## config.mk

```make
export PLATFORM = sky130hd
export DESIGN_NAME = alu_cmd_sequencer
export DESIGN_NICKNAME = d
export VERILOG_FILES = /design/src/rtl/alu_cmd_sequencer.sv
export SDC_FILE = /design/constraint.sdc
export NUM_CORES = 1
export LEC_CHECK = 0
export CORE_UTILIZATION = 37
export DETAILED_ROUTE_END_ITERATION = 8
export MAX_ROUTING_LAYER = met4
export PLACE_DENSITY = 0.75
export REMOVE_ABC_BUFFERS = 1
export SLEW_MARGIN = 10
export SYNTH_ARGS = -nofsm -noshare
export SYNTH_HDL_FRONTEND = slang
export SYNTH_SLANG_ARGS = --single-unit
```

## constraint.sdc

```tcl
create_clock -name clk -period 1.7 [get_ports clk]
set_clock_uncertainty 0.2 [all_clocks]
set_input_delay 0.34 -clock clk [delete_from_list [all_inputs] [get_ports clk]]
set_output_delay 0.34 -clock clk [all_outputs]
set_load 0.01 [all_outputs]
```

## src/rtl/alu_cmd_sequencer.sv

```systemverilog
// alu_cmd_sequencer: single-outstanding command sequencer between a host
// command/response channel and a multi-cycle ALU.
//   IDLE -> accepts one command, drives it onto alu_a/alu_b/alu_fun
//   WAIT -> holds the ALU inputs for ALU_LAT edges, then captures the result
//   RESP -> presents the captured result until the host takes it
// Optional feature, enabled by defining ALU_SEQ_DIV0_CHECK_EN: a divide
// (function 0011) by zero is never sent to the ALU and is answered directly
// with an error response.
module alu_cmd_sequencer #(
  parameter int unsigned ALU_LAT = 1  // legal range 1..15
) (
  input  logic        clk,
  input  logic        rst_n,
  input  logic        cmd_valid,
  output logic        cmd_ready,
  input  logic [3:0]  cmd_fun,
  input  logic [15:0] cmd_a,
  input  logic [15:0] cmd_b,
  output logic [15:0] alu_a,
  output logic [15:0] alu_b,
  output logic [3:0]  alu_fun,
  input  logic [15:0] alu_out,
  input  logic        alu_carry,
  input  logic        alu_arith,
  input  logic        alu_logic,
  input  logic        alu_cmp,
  input  logic        alu_shift,
  output logic        rsp_valid,
  input  logic        rsp_ready,
  output logic [15:0] rsp_data,
  output logic [4:0]  rsp_flags,
  output logic [3:0]  rsp_fun,
  output logic        rsp_err,
  output logic [15:0] op_count
);

  localparam logic [3:0] FUN_NOP = 4'b1111;
  localparam logic [3:0] LAT_W   = 4'(ALU_LAT);

  typedef enum logic [1:0] {
    S_IDLE,
    S_WAIT,
    S_RESP
  } state_t;

  state_t      state_q;
  state_t      state_d;
  logic [3:0]  cnt_q;
  logic        cmd_hs;
  logic        rsp_hs;
  logic        capture;

  assign cmd_ready = (state_q == S_IDLE);
  assign rsp_valid = (state_q == S_RESP);
  assign cmd_hs    = cmd_valid && cmd_ready;
  assign rsp_hs    = rsp_valid && rsp_ready;
  assign capture   = (state_q == S_WAIT) && (cnt_q == 4'd1);

`ifdef ALU_SEQ_DIV0_CHECK_EN
  localparam logic [3:0] FUN_DIV = 4'b0011;
  logic div0;
  assign div0 = (cmd_fun == FUN_DIV) && (cmd_b == 16'h0000);
`else
  assign rsp_err = 1'b0;
`endif

  // Next-state decode for the three-state handshake controller.
  always_comb begin
    // NOTE: default assignment first so every path assigns state_d and no latch is inferred.
    state_d = state_q;
    case (state_q)
      S_IDLE: begin
        if (cmd_hs) begin
`ifdef ALU_SEQ_DIV0_CHECK_EN
          state_d = div0 ? S_RESP : S_WAIT;
`else
          state_d = S_WAIT;
`endif
        end
      end
      S_WAIT:  if (capture) state_d = S_RESP;
      S_RESP:  if (rsp_hs)  state_d = S_IDLE;
      default: state_d = S_IDLE;
    endcase
  end

  // State register; synchronous reset drops any in-flight command.
  always_ff @(posedge clk) begin
    // NOTE: sequential state uses non-blocking assignments so every register samples pre-edge values.
    if (!rst_n) state_q <= S_IDLE;
    else        state_q <= state_d;
  end

  // Datapath: ALU operand issue, latency counter, response capture, op counter.
  always_ff @(posedge clk) begin
    if (!rst_n) begin
      alu_a     <= 16'h0000;
      alu_b     <= 16'h0000;
      alu_fun   <= FUN_NOP;
      cnt_q     <= 4'd0;
      rsp_data  <= 16'h0000;
      rsp_flags <= 5'b00000;
      rsp_fun   <= 4'b0000;
      op_count  <= 16'h0000;
`ifdef ALU_SEQ_DIV0_CHECK_EN
      rsp_err   <= 1'b0;
`endif
    end else begin
      if (cmd_hs) begin
        rsp_fun <= cmd_fun;
`ifdef ALU_SEQ_DIV0_CHECK_EN
        if (div0) begin
          // Answered locally: the ALU inputs stay idle.
          rsp_data  <= 16'h0000;
          rsp_flags <= 5'b00000;
          rsp_err   <= 1'b1;
        end else
`endif
        begin
          alu_a   <= cmd_a;
          alu_b   <= cmd_b;
          alu_fun <= cmd_fun;
          cnt_q   <= LAT_W;
        end
      end else if (state_q == S_WAIT) begin
        cnt_q <= cnt_q - 4'd1;
        if (capture) begin
          rsp_data  <= alu_out;
          rsp_flags <= {alu_shift, alu_cmp, alu_logic, alu_arith, alu_carry};
          alu_fun   <= FUN_NOP;
`ifdef ALU_SEQ_DIV0_CHECK_EN
          rsp_err   <= 1'b0;
`endif
        end
      end
      // Counts consumed responses; wraps naturally at 16 bits.
      if (rsp_hs) op_count <= op_count + 16'd1;
    end
  end

endmodule

```

After elaboration in Yosys (flattened, before gate mapping)
Cells that the tools add are included.

Flip-flop bits (word level): 83. Output and inout port bits: 80. Word-level logic and storage cells: 39.

Add/subtract/negate cells: 2. Equality and inequality tests: 6. Multiplexer cells: 9. Bitwise operators: 2. Reductions and logical operators: 10.

Operators by type and width (number): 16-bit by 1-bit adder with 16-bit output, second input constant (1); 4-bit 2-to-1 mux (3); 2-bit 2-to-1 mux (3); 2-bit case mux with 3 select lines (1); 3-bit AND reduction (2); 4-bit by 1-bit equality test with 1-bit output, second input constant (1); 2-bit by 1-bit inequality test with 1-bit output, second input constant (2); 2-bit nonzero test (2); 4-bit by 1-bit subtractor with 4-bit output, second input constant (1); 1-bit logical AND (3); 2-bit by 1-bit equality test with 1-bit output, second input constant (1); 2-bit equality test, second input constant (1); 2-bit logical NOT (1); 1-bit 2-to-1 mux (2); 2-bit inequality test, second input constant (1); 1-bit NOT (2); 2-bit AND reduction (1); 2-bit OR reduction (1).

Longest topological paths before layout
Gate-level depths: netlist of run 1.

Depth in word-level cells: 5. Mapped depth: 8. Gate-level depth less buffers: 6.

Worst setup path before layout of run 1
OpenSTA, ideal clock, no wires.

Path kind: register to register. Start point: register op_count[2]. End point: register op_count[15]. Setup time: 70 ps. Data arrival time: 1534 ps. Required time: 1430 ps. Slack: -104 ps. Cell stages (with the launch flop): 6. Path buffers: 1. Period minus slack after synthesis: 1804 ps. Cell sequence: dfxtp_1 > buf_2 > nand3_1 > or2_4 > or4_1 > a21oi_1.

Word-level cells in the longest chain between the ends: 1.

Ends and longest elaborated chain: start, declared (line 34) `output logic [15:0] op_count`; start signal, assigned (line 137) `if (rsp_hs) op_count <= op_count + 16'd1;`; 16-bit by 1-bit adder with 16-bit output (line 137).

Every way passes these cells. A chain may end at the register's enable or synchronous reset.

Worst setup path after layout of run 1
Start point: register op_count[6]. End point: register op_count[15].

Same word-level chain as after synthesis.

==> out/metrics.csv, run 1 <==
stage;metric;value;unit
place;pre_cts_slack;-0.424;ns
setup_path;crit_start;op_count[6];
finish;final.fill_count;735;
finish;layout.cells.non_filler;653;
setup_path;reg2reg_slack;0.03;ns
sta;drv_slew;0;
route;antenna_left;0;
finish;fin_nets;607;
synthesis;synth-compound-area-share;12.5;%
cts;cts_setup_buffers;0;
grt;antenna_found_initial;0;
synthesis;synth_top_family_by_area;simple AND/OR/NAND/NOR gates;
finish;seqCellArea;1680;um2
cts;cts_max_level;3;
setup_path;cp.buffers_inverters;0;
die;initial_core_util;38.4;%
synthesis;yosysWarnings;0;
pwr;leakage;2.20;nW
synthesis;muxShareOfSynthArea;1.03;%
route;first_pass_iters;5;
synthesis;synth_xor_area_share;3.05;%
die;core_area;8220;um2
setup_path;critPathRequiredTime;1.78;ns
finish;layout-drive-gt1-share;13.9;%
setup_path;crit_chain;and4_4 -> nand4_1 -> or4_4 -> a21oi_2;
setup_path;r2r_cells;4;
place;dpl.hpwl;6.10;mm
sta;setup_viol;0;
synthesis;synth.distinct_cells;41;
die;ios;141;
route;drcViolationCount;0;
setup_path;crit_arrival;1.75;ns
sta;finalCritPeriodShare;98.3;%
synthesis;ys_seq_area_share;52.7;%
grt;grt_first_pass_wirelength;13.7;mm
setup_path;rr_startpoint;op_count[6];
place;gp_congestion;0.854;
setup_path;end_kind;register;
flow_run;maxCapViolCount;0;
place;numPlacedInstances;637;
synthesis;synth_seq_cells;83;
grt;grt.total_usage;20.3;%
setup_path;crit_end;op_count[15];
setup_path;cp-start-kind;register;
cts;cts_resized;91;
route;num_vias;3123;
synthesis;synth_edf_count;0;
cts;clock-root-buffer;clkbuf_8;
cts;clk_latency;0.35;ns
die;die_h;94.3;um
finish;num_antenna_cells;0;
sta;rsz0062_at_grt;yes;
worst_hold_path;hp-class;register to register;
synthesis;postSynthCellCount;388;
setup_path;cp_slowest_stage_delay;0.53;ns
setup_path;worstSetupPathDepth;4;
pwr;ir_drop;0.435;mV
synthesis;synth_area_per_cell;8.13;um2
grt;grt_max_degree;48;
die;die_x;94.3;um
grt;overflow;0;
finish;area_growth;58.7;%
setup_path;slowest_stage;or4_4;
route;vias_per_cell;4.78;
cts;hold_buffers;0;
sta;fin_crit;1.67;ns
setup_path;r2r_end;op_count[15];
outcome;status;completed;
cts;cts_tree;done;
route;drt-initial-drc-count;111;
route;totalWireLength;8.46;mm
synthesis;synth_fa_ha_area_share;1.19;%
synthesis;syn_area;3150;um2
route;routedWlPerCell;13.0;um
die;die_area;8900;um2
cts;clockBufferDepth;2;
place;port_buffers;139;
setup_path;cp_top_family;simple AND/OR/NAND/NOR gates;
sta;hold_viol;0;
cts;numClockSinks;83;
pwr;power_per_cell_area;829;nW/um2
sta;max_freq;598;MHz
synthesis;synth_ff_type;dfxtp_1;
die;rows;33;
setup_path;critPathKind;register to register;
synthesis;synth-simple-area-share;25.2;%
sta;setup_slack;0.0288;ns
cts;numCtsBuffers;9;
synthesis;ys_async_sr_fraction;0;%
finish;multi_input_area;1420;um2
cts;path_clk_slew;0.08;ns
setup_path;worstPathMaxFanout;4;
grt;grt_pass1_vias;2903;
power by group:
| part | internal [mW] | switching (mW) | leakage (nW) |
|---|---|---|---|
| clock | 0.681 | 0.681 | 0.0906 |
| sequential | 2.04 | 0.0551 | 0.681 |
| combinational | 0.369 | 0.322 | 1.43 |
state kept, by name (all words and copies together) (netlist names):
name and count:
alu_a 16, alu_b 16, alu_fun 4, cnt_q 4, op_count 16, rsp_data 16
rsp_flags 5, rsp_fun 4, state_q 2
synth_stat cells, types with 2 or more instances:
library cell / instances / area share, %
nor2_1: 25 / 3.0
dfxtp_1: 83 / 53
nand4_1: 5 / 0.99
mux2_2: 2 / 0.71
nor3_1: 7 / 1.1
clkbuf_1: 15 / 1.8
xnor2_1: 5 / 1.4
and3_1: 2 / 0.40
ha_1: 3 / 1.2
buf_2: 9 / 1.4
nor4_1: 2 / 0.40
a21oi_1: 64 / 10
a22oi_1: 2 / 0.48
or3_1: 3 / 0.60
nand2_1: 119 / 14
inv_1: 2 / 0.24
xor2_1: 6 / 1.7
o21ai_0: 7 / 1.1
nand3_1: 5 / 0.79
layout by cell type (no fill, tap or decap), types with 2 or more instances in the layout:
cell type | synthesis | final
clkdlybuf4s50_1 | 0 | 59
nor2_1 | 25 | 25
nand4_1 | 5 | 5
mux2_2 | 2 | 2
nand3_1 | 5 | 4
inv_1 | 2 | 2
dfxtp_4 | 0 | 3
dfxtp_1 | 83 | 75
and3_1 | 2 | 2
buf_12 | 0 | 4
dlygate4sd2_1 | 0 | 78
a21oi_1 | 64 | 56
or3_1 | 3 | 2
nor4_1 | 2 | 2
nand2_1 | 119 | 119
clkbuf_1 | 15 | 3
ha_1 | 3 | 3
a21oi_2 | 0 | 8
a22oi_1 | 2 | 2
buf_4 | 1 | 28
o21ai_0 | 7 | 6
nor3_1 | 7 | 6
clkbuf_8 | 0 | 9
dfxtp_2 | 0 | 5
xor2_1 | 6 | 6
xnor2_1 | 5 | 5
worst min-delay path by stage:
stage | from | end | slack, ns | depth (start not counted)
global placement | rsp_fun[0] | rsp_fun[0] | 0.24 | 2
CTS | alu_b[3] | alu_b[3] | 0.25 | 2
global route | alu_a[9] | alu_a[9] | 0.27 | 2
finish | alu_b[3] | alu_b[3] | 0.25 | 2
detailed placement | alu_a[9] | alu_a[9] | 0.25 | 2
floorplan | rst_n | alu_fun[0] | 0.22 | 1
worst reg2reg max path: cells and delay by family, from the launching register on:
family             cells  cell delay, ns
AOI/OAI and AO/OA      1            0.15
DFF                    1            0.34
and+or+nand+nor        3            0.92
stage by stage:
stage | power, mW | hold WS, ns | TNS, ns | area, um2 | util (%)
after global placement | 2.87 | 0.241 | -3.21 | 4840 | 58.9
after detailed placement | 2.89 | 0.245 | -5.53 | 4840 | 58.9
after global routing | 4.35 | 0.269 | -0.925 | 5010 | 60.9
after floorplan | 2.42 | 0.216 | -11.70 | 3030 | -
final | 4.15 | 0.251 | 0 | 5010 | 60.9
after CTS | 4.19 | 0.254 | 0 | 4940 | 60.1
cells by family after synthesis:
logic type,count (synthesis)
buffers and inverters,30
other,1
AO/OA/AOI/OAI,76
XOR/XNOR,11
flip-flops,83
AND/OR/NAND/NOR,181
adder cells (fa/ha/maj),3
multiplexers,3
area by class of cell:
class,count,area share [%]
inverter,3,0.225
clock inverter,4,1.02
multi-input combinational,275,28.3
sequential,83,33.5
tap,105,2.62
timing repair buffer,171,31.6
clock buffer,12,2.70
per-layer routing:
metal | vias to the layer above | wire, um | global-route usage, %
met5 | - | 0 | -
met3 | 22 | 412 | 3.38
met2 | 94 | 4150 | 33.3
met4 | 0 | 267 | 11.3
li1 | 1581 | - | -
met1 | 1426 | 3630 | 23.4
No activity file was read; power rests on OpenSTA's default activity.
==> run 2: changes to the inputs <==
--- a/config.mk
+++ b/config.mk
@@ -5,10 +5,11 @@
 export SDC_FILE = /design/constraint.sdc
 export NUM_CORES = 1
 export LEC_CHECK = 0
-export CORE_UTILIZATION = 37
+export ABC_AREA = 1
+export CORE_UTILIZATION = 38
 export DETAILED_ROUTE_END_ITERATION = 8
 export MAX_ROUTING_LAYER = met4
-export PLACE_DENSITY = 0.75
+export PLACE_DENSITY = 0.76
 export REMOVE_ABC_BUFFERS = 1
 export SLEW_MARGIN = 10
 export SYNTH_ARGS = -nofsm -noshare
==> run 2 against run 1 <==
Area after synthesis grew 2.7%. Combinational power grew 13%. Worst hold slack lost 0.028 ns. Design area shrank 0.45%. Clock power grew 8%. Non-clock buffer count shrank 10. Highest routed layer unchanged.
==> out/metrics.csv, run 2 <==
stage;metric;value;unit
outcome;status;completed;
synthesis;synth_top_family_by_area;simple AND/OR/NAND/NOR gates;
die;core_area;8220;um2
setup_path;critPathRequiredTime;1.16;ns
cts;clockBufferDepth;2;
die;initial_core_util;39.4;%
route;vias_per_cell;4.64;
synthesis;synth-simple-area-share;28.1;%
synthesis;synth.distinct_cells;23;
die;rows;33;
route;drt-initial-drc-count;159;
place;port_buffers;139;
pwr;power_per_cell_area;883;nW/um2
pwr;intPower;3.28;mW
synthesis;synth_commonest_cells;nor2_1 (146), dfxtp_1 (83), o21ai_0 (63), nand2_1 (46), inv_1 (28);
route;antenna_left;0;
cts;clock-root-buffer;clkbuf_8;
finish;num_antenna_cells;0;
setup_path;worstPathMaxFanout;4;
synthesis;synth_top_area_share;51.3;%
pwr;sw_frac_of_total;25.5;%
synthesis;synth_seq_cells;83;
grt;use_met2;35.7;%
setup_path;cp-start-kind;register;
finish;layout.cells.non_filler;700;
place;pre_cts_slack;-0.107;ns
synthesis;synth_area_leader_cell;dfxtp_1;
route;num_vias;3247;
synthesis;synth_fa_ha_area_share;1.16;%
sta;fin_crit;1.58;ns
sta;holdWs;0.223;ns
finish;final_cell_mix;nor2_1 (146), dlygate4sd2_1 (77), dfxtp_1 (76), o21ai_0 (63), clkdlybuf4s50_1 (59);
sta;setup_viol;0;
cts;cts_setup_buffers;0;
synthesis;syn_area;3240;um2
cts;numCtsBuffers;9;
pwr;sequentialPowerShare;48.9;%
synthesis;yosysMostFrequentCell;nor2_1;
cts;path_clk_slew;0.08;ns
grt;antenna_found_initial;0;
setup_path;end_kind;output pin;
synthesis;synth_area_leaders;dfxtp_1 (51%), nor2_1 (17%), o21ai_0 (9.7%);
sta;setup_slack;0.118;ns
route;totalWireLength;8.25;mm
die;die_h;94.3;um
grt;grt.total_usage;20.3;%
synthesis;yosysWarnings;0;
grt;grtUsageMet1;22.2;%
pwr;ir_drop;0.477;mV
sta;finalCritPeriodShare;93.1;%
setup_path;cp_top_family;flip-flops;
synthesis;postSynthCellCount;438;
pwr;power_switching;1.12;mW
route;first_pass_iters;4;
route;drcViolationCount;0;
setup_path;cp.buffers_inverters;1;
setup_path;crit_start;op_count[0];
grt;overflow;0;
cts;hold_buffers;0;
sta;hold_viol;0;
pwr;leakage;2.32;nW
grt;grt_max_degree;39;
setup_path;crit_arrival;1.04;ns
finish;fin_nets;654;
flow_run;maxCapViolCount;0;
cts;cts_tree;done;
setup_path;slowest_stage;dfxtp_1;
die;ios;141;
setup_path;cp_slowest_stage_delay;0.41;ns
cts;numClockSinks;83;
finish;layout-drive-gt1-share;9.75;%
synthesis;muxShareOfSynthArea;0;%
cts;cts_resized;87;
cts;cts_max_level;3;
setup_path;crit_chain;dlygate4sd2_1;
setup_path;critPathKind;register to output pin;
finish;final_common_cell;nor2_1;
synthesis;synth_area_per_cell;7.40;um2
sta;rsz0062_at_grt;no;
die;die_x;94.3;um
die;die_area;8900;um2
finish;area_growth;53.8;%
setup_path;rr_startpoint;state_q[1];
sta;max_freq;632;MHz
grt;grt_pass1_vias;3219;
grt;grt-busiest-layer;met2;
worst_hold_path;worstHoldStart;rst_n;
pwr;clockPowerShare;33.3;%
cts;clk_latency;0.34;ns
place;dpl.hpwl;6.16;mm
worst_hold_path;hp-class;input pin to register;
synthesis;synth_xor_area_share;0.811;%
synthesis;ys_seq_area_share;51.3;%
synthesis;synth_ff_type;dfxtp_1;
route;routedWlPerCell;11.8;um
place;gp_congestion;0.898;
synthesis;synth_edf_count;0;
pwr;combPwrFrac;17.8;%
synthesis;synth-compound-area-share;11.8;%
grt;grt_first_pass_wirelength;13.8;mm
synthesis;ys_async_sr_fraction;0;%
grt;use_met3;3.38;%
sta;drv_slew;0;
place;numPlacedInstances;684;
## run 2: changes by cell type after synthesis, moves of 4 or more
| cell | change |
|---|---|
| clkbuf_1 | -5 |
| nand4_1 | +4 |
| nor3_1 | -6 |
| inv_1 | +26 |
| buf_2 | -7 |
| o21ai_0 | +56 |
| nor2_1 | +121 |
| xnor2_1 | -5 |
| nand2_1 | -73 |
| buf_4 | +6 |
| a21oi_1 | -55 |
| nand3_1 | +6 |
## run 2: area by class of cell
class | count | area (um2)
clock buffer | 13 | 169
clock inverter | 3 | 45.0
fill | 763 | 3230
inverter | 30 | 113
multi-input combinational | 305 | 1360
sequential | 83 | 1670
tap | 105 | 131
timing repair buffer | 161 | 1500
## run 2: cell families (layout without fill, tap and decap cells)
group / count (synthesis) / in the layout
other: 1 / 1
AND/OR/NAND/NOR: 222 / 222
XOR/XNOR: 3 / 3
AO/OA/AOI/OAI: 76 / 76
flip-flops: 83 / 83
adder cells (fa/ha/maj): 3 / 3
buffers and inverters: 50 / 207
## run 2: worst register-to-register path, delay by kind of cell, from the launching register on
kind | cells | cell delay (ns)
AO/OA/AOI/OAI | 1 | 0.18
buffers and inverters | 2 | 0.36
flip-flops | 1 | 0.35
AND/OR/NAND/NOR | 3 | 0.35
## run 2: final timing paths
kind	endpoint	slack, ns	depth (start not counted)
setup / recovery	op_count[0]	0.12	1
hold / removal	alu_fun[2]	0.22	3
setup reg to reg	rsp_data[6]	0.15	6
hold reg to reg	rsp_fun[3]	0.26	2
## run 2: metal layers
layer,vias to the layer above,wire length [um]
li1,1688,-
met2,111,3990
met5,-,0
met3,15,484
met4,0,181
met1,1433,3590
## run 2: power by group through the flow
stage	clock network [mW]	logic [mW]	registers [mW]
final	1.47	0.782	2.15
after global routing	1.60	0.872	2.17
after CTS	1.52	0.793	2.16
after detailed placement	0	0.880	2.20
after global placement	0	0.865	2.20
after floorplan	0	0.277	2.26
## run 2: per-stage QoR
step / power [mW] / utilization, % / area [um2] / TNS (ns)
final: 4.40 / 60.7 / 4980 / 0
after global routing: 4.65 / 60.7 / 4980 / 0
after global placement: 3.06 / 59.3 / 4870 / -0.517
after CTS: 4.46 / 60.8 / 4990 / 0
after floorplan: 2.53 / - / 3140 / -0.214
after detailed placement: 3.08 / 59.3 / 4870 / -1.33
==> run 3: changes to the inputs <==
--- a/config.mk
+++ b/config.mk
@@ -7,11 +7,14 @@
 export LEC_CHECK = 0
 export ABC_AREA = 1
 export CORE_UTILIZATION = 38
+export CTS_CLUSTER_DIAMETER = 60
 export DETAILED_ROUTE_END_ITERATION = 8
 export MAX_ROUTING_LAYER = met4
 export PLACE_DENSITY = 0.76
 export REMOVE_ABC_BUFFERS = 1
+export SKIP_LAST_GASP = 1
 export SLEW_MARGIN = 10
 export SYNTH_ARGS = -nofsm -noshare
 export SYNTH_HDL_FRONTEND = slang
 export SYNTH_SLANG_ARGS = --single-unit
+export TNS_END_PERCENT = 5
==> run 3 against run 2 <==
The run now ends with negative setup slack left. Cell count unchanged. Register-to-register slack about the same. Sequential power about the same. Combinational power up 11%. Largest cell class unchanged. Highest routed layer unchanged.
==> out/metrics.csv, run 3 (synthesis gave the netlist of run 2 again) <==
stage;metric;value;unit
outcome;status;finished with violations;
outcome;violations;negative setup slack;
setup_path;slowest_stage;clkdlybuf4s50_1;
sta;drv_slew;0;
cts;clockBufferDepth;2;
sta;max_freq;551;MHz
cts;numClockSinks;83;
sta;rsz0062_at_grt;yes;
pwr;clockPowerShare;32.7;%
grt;antenna_found_initial;0;
pwr;combPwrFrac;19.3;%
worst_hold_path;hp-class;input pin to register;
finish;fin_util;62.0;%
route;antenna_left;0;
pwr;leakage;2.09;nW
setup_path;cp.buffers_inverters;1;
die;core_area;8220;um2
pwr;power.total;4.50;mW
sta;setup_slack;-0.116;ns
die;die_area;8900;um2
place;gp_congestion;0.898;
grt;grt_first_pass_wirelength;13.7;mm
flow_run;maxCapViolCount;0;
setup_path;crit_arrival;1.28;ns
pwr;sw_frac_of_total;25.1;%
sta;hold_viol;0;
cts;cts_setup_buffers;0;
cts;numCtsBuffers;9;
pwr;ir_drop;0.480;mV
setup_path;crit_start;op_count[1];
route;totalWireLength;8.29;mm
setup_path;crit_chain;clkdlybuf4s50_1;
cts;cts_tree;done;
setup_path;worstPathMaxFanout;4;
die;rows;33;
route;drcViolationCount;0;
sta;setup_viol;72;
finish;fin_nets;654;
setup_path;cp-start-kind;register;
cts;cts_max_level;3;
finish;final_common_cell;nor2_1;
sta;finalCritPeriodShare;107;%
cts;cts_resized;9;
finish;layout-drive-gt1-share;9.24;%
pwr;sequentialPowerShare;48.0;%
pwr;power_switching;1.13;mW
worst_hold_path;worstHoldStart;rst_n;
grt;overflow;0;
die;ios;141;
cts;hold_buffers;0;
grt;grt.total_usage;20.1;%
route;first_pass_iters;4;
die;die_x;94.3;um
grt;grt_max_degree;39;
sta;tns;-4.10;ns
cts;clock-root-buffer;clkbuf_8;
place;pre_cts_slack;-0.107;ns
route;routedWlPerCell;11.8;um
cts;path_clk_slew;0.08;ns
cts;clk_latency;0.34;ns
setup_path;critPathRequiredTime;1.16;ns
place;port_buffers;139;
sta;fin_crit;1.82;ns
finish;num_antenna_cells;0;
route;vias_per_cell;4.66;
finish;final_cell_mix;nor2_1 (146), clkdlybuf4s50_1 (131), dfxtp_1 (77), o21ai_0 (63), nand2_1 (46);
place;dpl.hpwl;6.16;mm
grt;grt_pass1_vias;3198;
setup_path;critPathKind;register to output pin;
setup_path;cp_slowest_stage_delay;0.57;ns
route;num_vias;3262;
finish;area_growth;57.2;%
setup_path;cp_top_family;buffers and inverters;
die;initial_core_util;39.4;%
setup_path;rr_startpoint;state_q[1];
die;die_h;94.3;um
pwr;power_per_cell_area;883;nW/um2
pwr;intPower;3.37;mW
finish;final.fill_count;713;
setup_path;end_kind;output pin;
route;drt-initial-drc-count;177;
## run 3: cell count changes in the layout (fill, tap and decap cells not counted), sizes merged
cell,previous run,this run
clkdlybuf4s15,0,1
clkbuf,15,13
dlymetal6s2s,0,3
clkdlybuf4s50,59,131
dlygate4sd2,77,3
## run 3: path summary, 6_finish.rpt
check	endpoint	slack [ns]	depth (start not counted)
max	op_count[1]	-0.12	1
min	alu_fun[2]	0.22	3
max reg2reg	rsp_data[6]	0.14	6
min reg2reg	rsp_fun[3]	0.26	2
## run 3: through the flow
step / hold WS, ns / instances / instance area [um2]
6_report: 0.221 / 700 / 5090
5_1_grt: 0.210 / 700 / 5090
4_1_cts: 0.198 / 700 / 5080
3_5_place_dp: 0.258 / 684 / 4870
3_3_place_gp: 0.254 / 684 / 4870
2_1_floorplan: 0.216 / 418 / 3140
## run 3: final cells by class
cell class	count	area [um2]	share of cell area, %
clock inverter	3	45.0	0.884
clock buffer	13	169	3.32
timing repair buffer	161	1610	31.5
inverter	30	113	2.21
multi-input combinational	305	1360	26.7
tap	105	131	2.58
sequential	83	1670	32.8
## run 3: worst register-to-register path, cell delays in order, from the launching register on
cell	delay, ns
dfxtp_2	0.35
buf_4	0.14
nor2_4	0.16
nand3_2	0.13
buf_4	0.22
o21ai_0	0.18
nor2_1	0.06
## run 3: power groups by stage
| stage | clock (mW) | combinational [mW] | sequential, mW |
|---|---|---|---|
| after floorplan | 0 | 0.277 | 2.26 |
| after global placement | 0 | 0.865 | 2.20 |
| after detailed placement | 0 | 0.880 | 2.20 |
| after CTS | 1.52 | 0.880 | 2.16 |
| after global routing | 1.60 | 0.959 | 2.18 |
| final | 1.47 | 0.870 | 2.16 |
## run 3: layer usage
| metal | wire [um] | GRT usage [%] | share of wire, % |
|---|---|---|---|
| met1 | 3620 | 22.0 | 44 |
| met5 | 0 | - | 0 |
| met4 | 128 | 9.23 | 1.5 |
| met2 | 4070 | 35.5 | 49 |
| met3 | 480 | 3.54 | 5.8 |
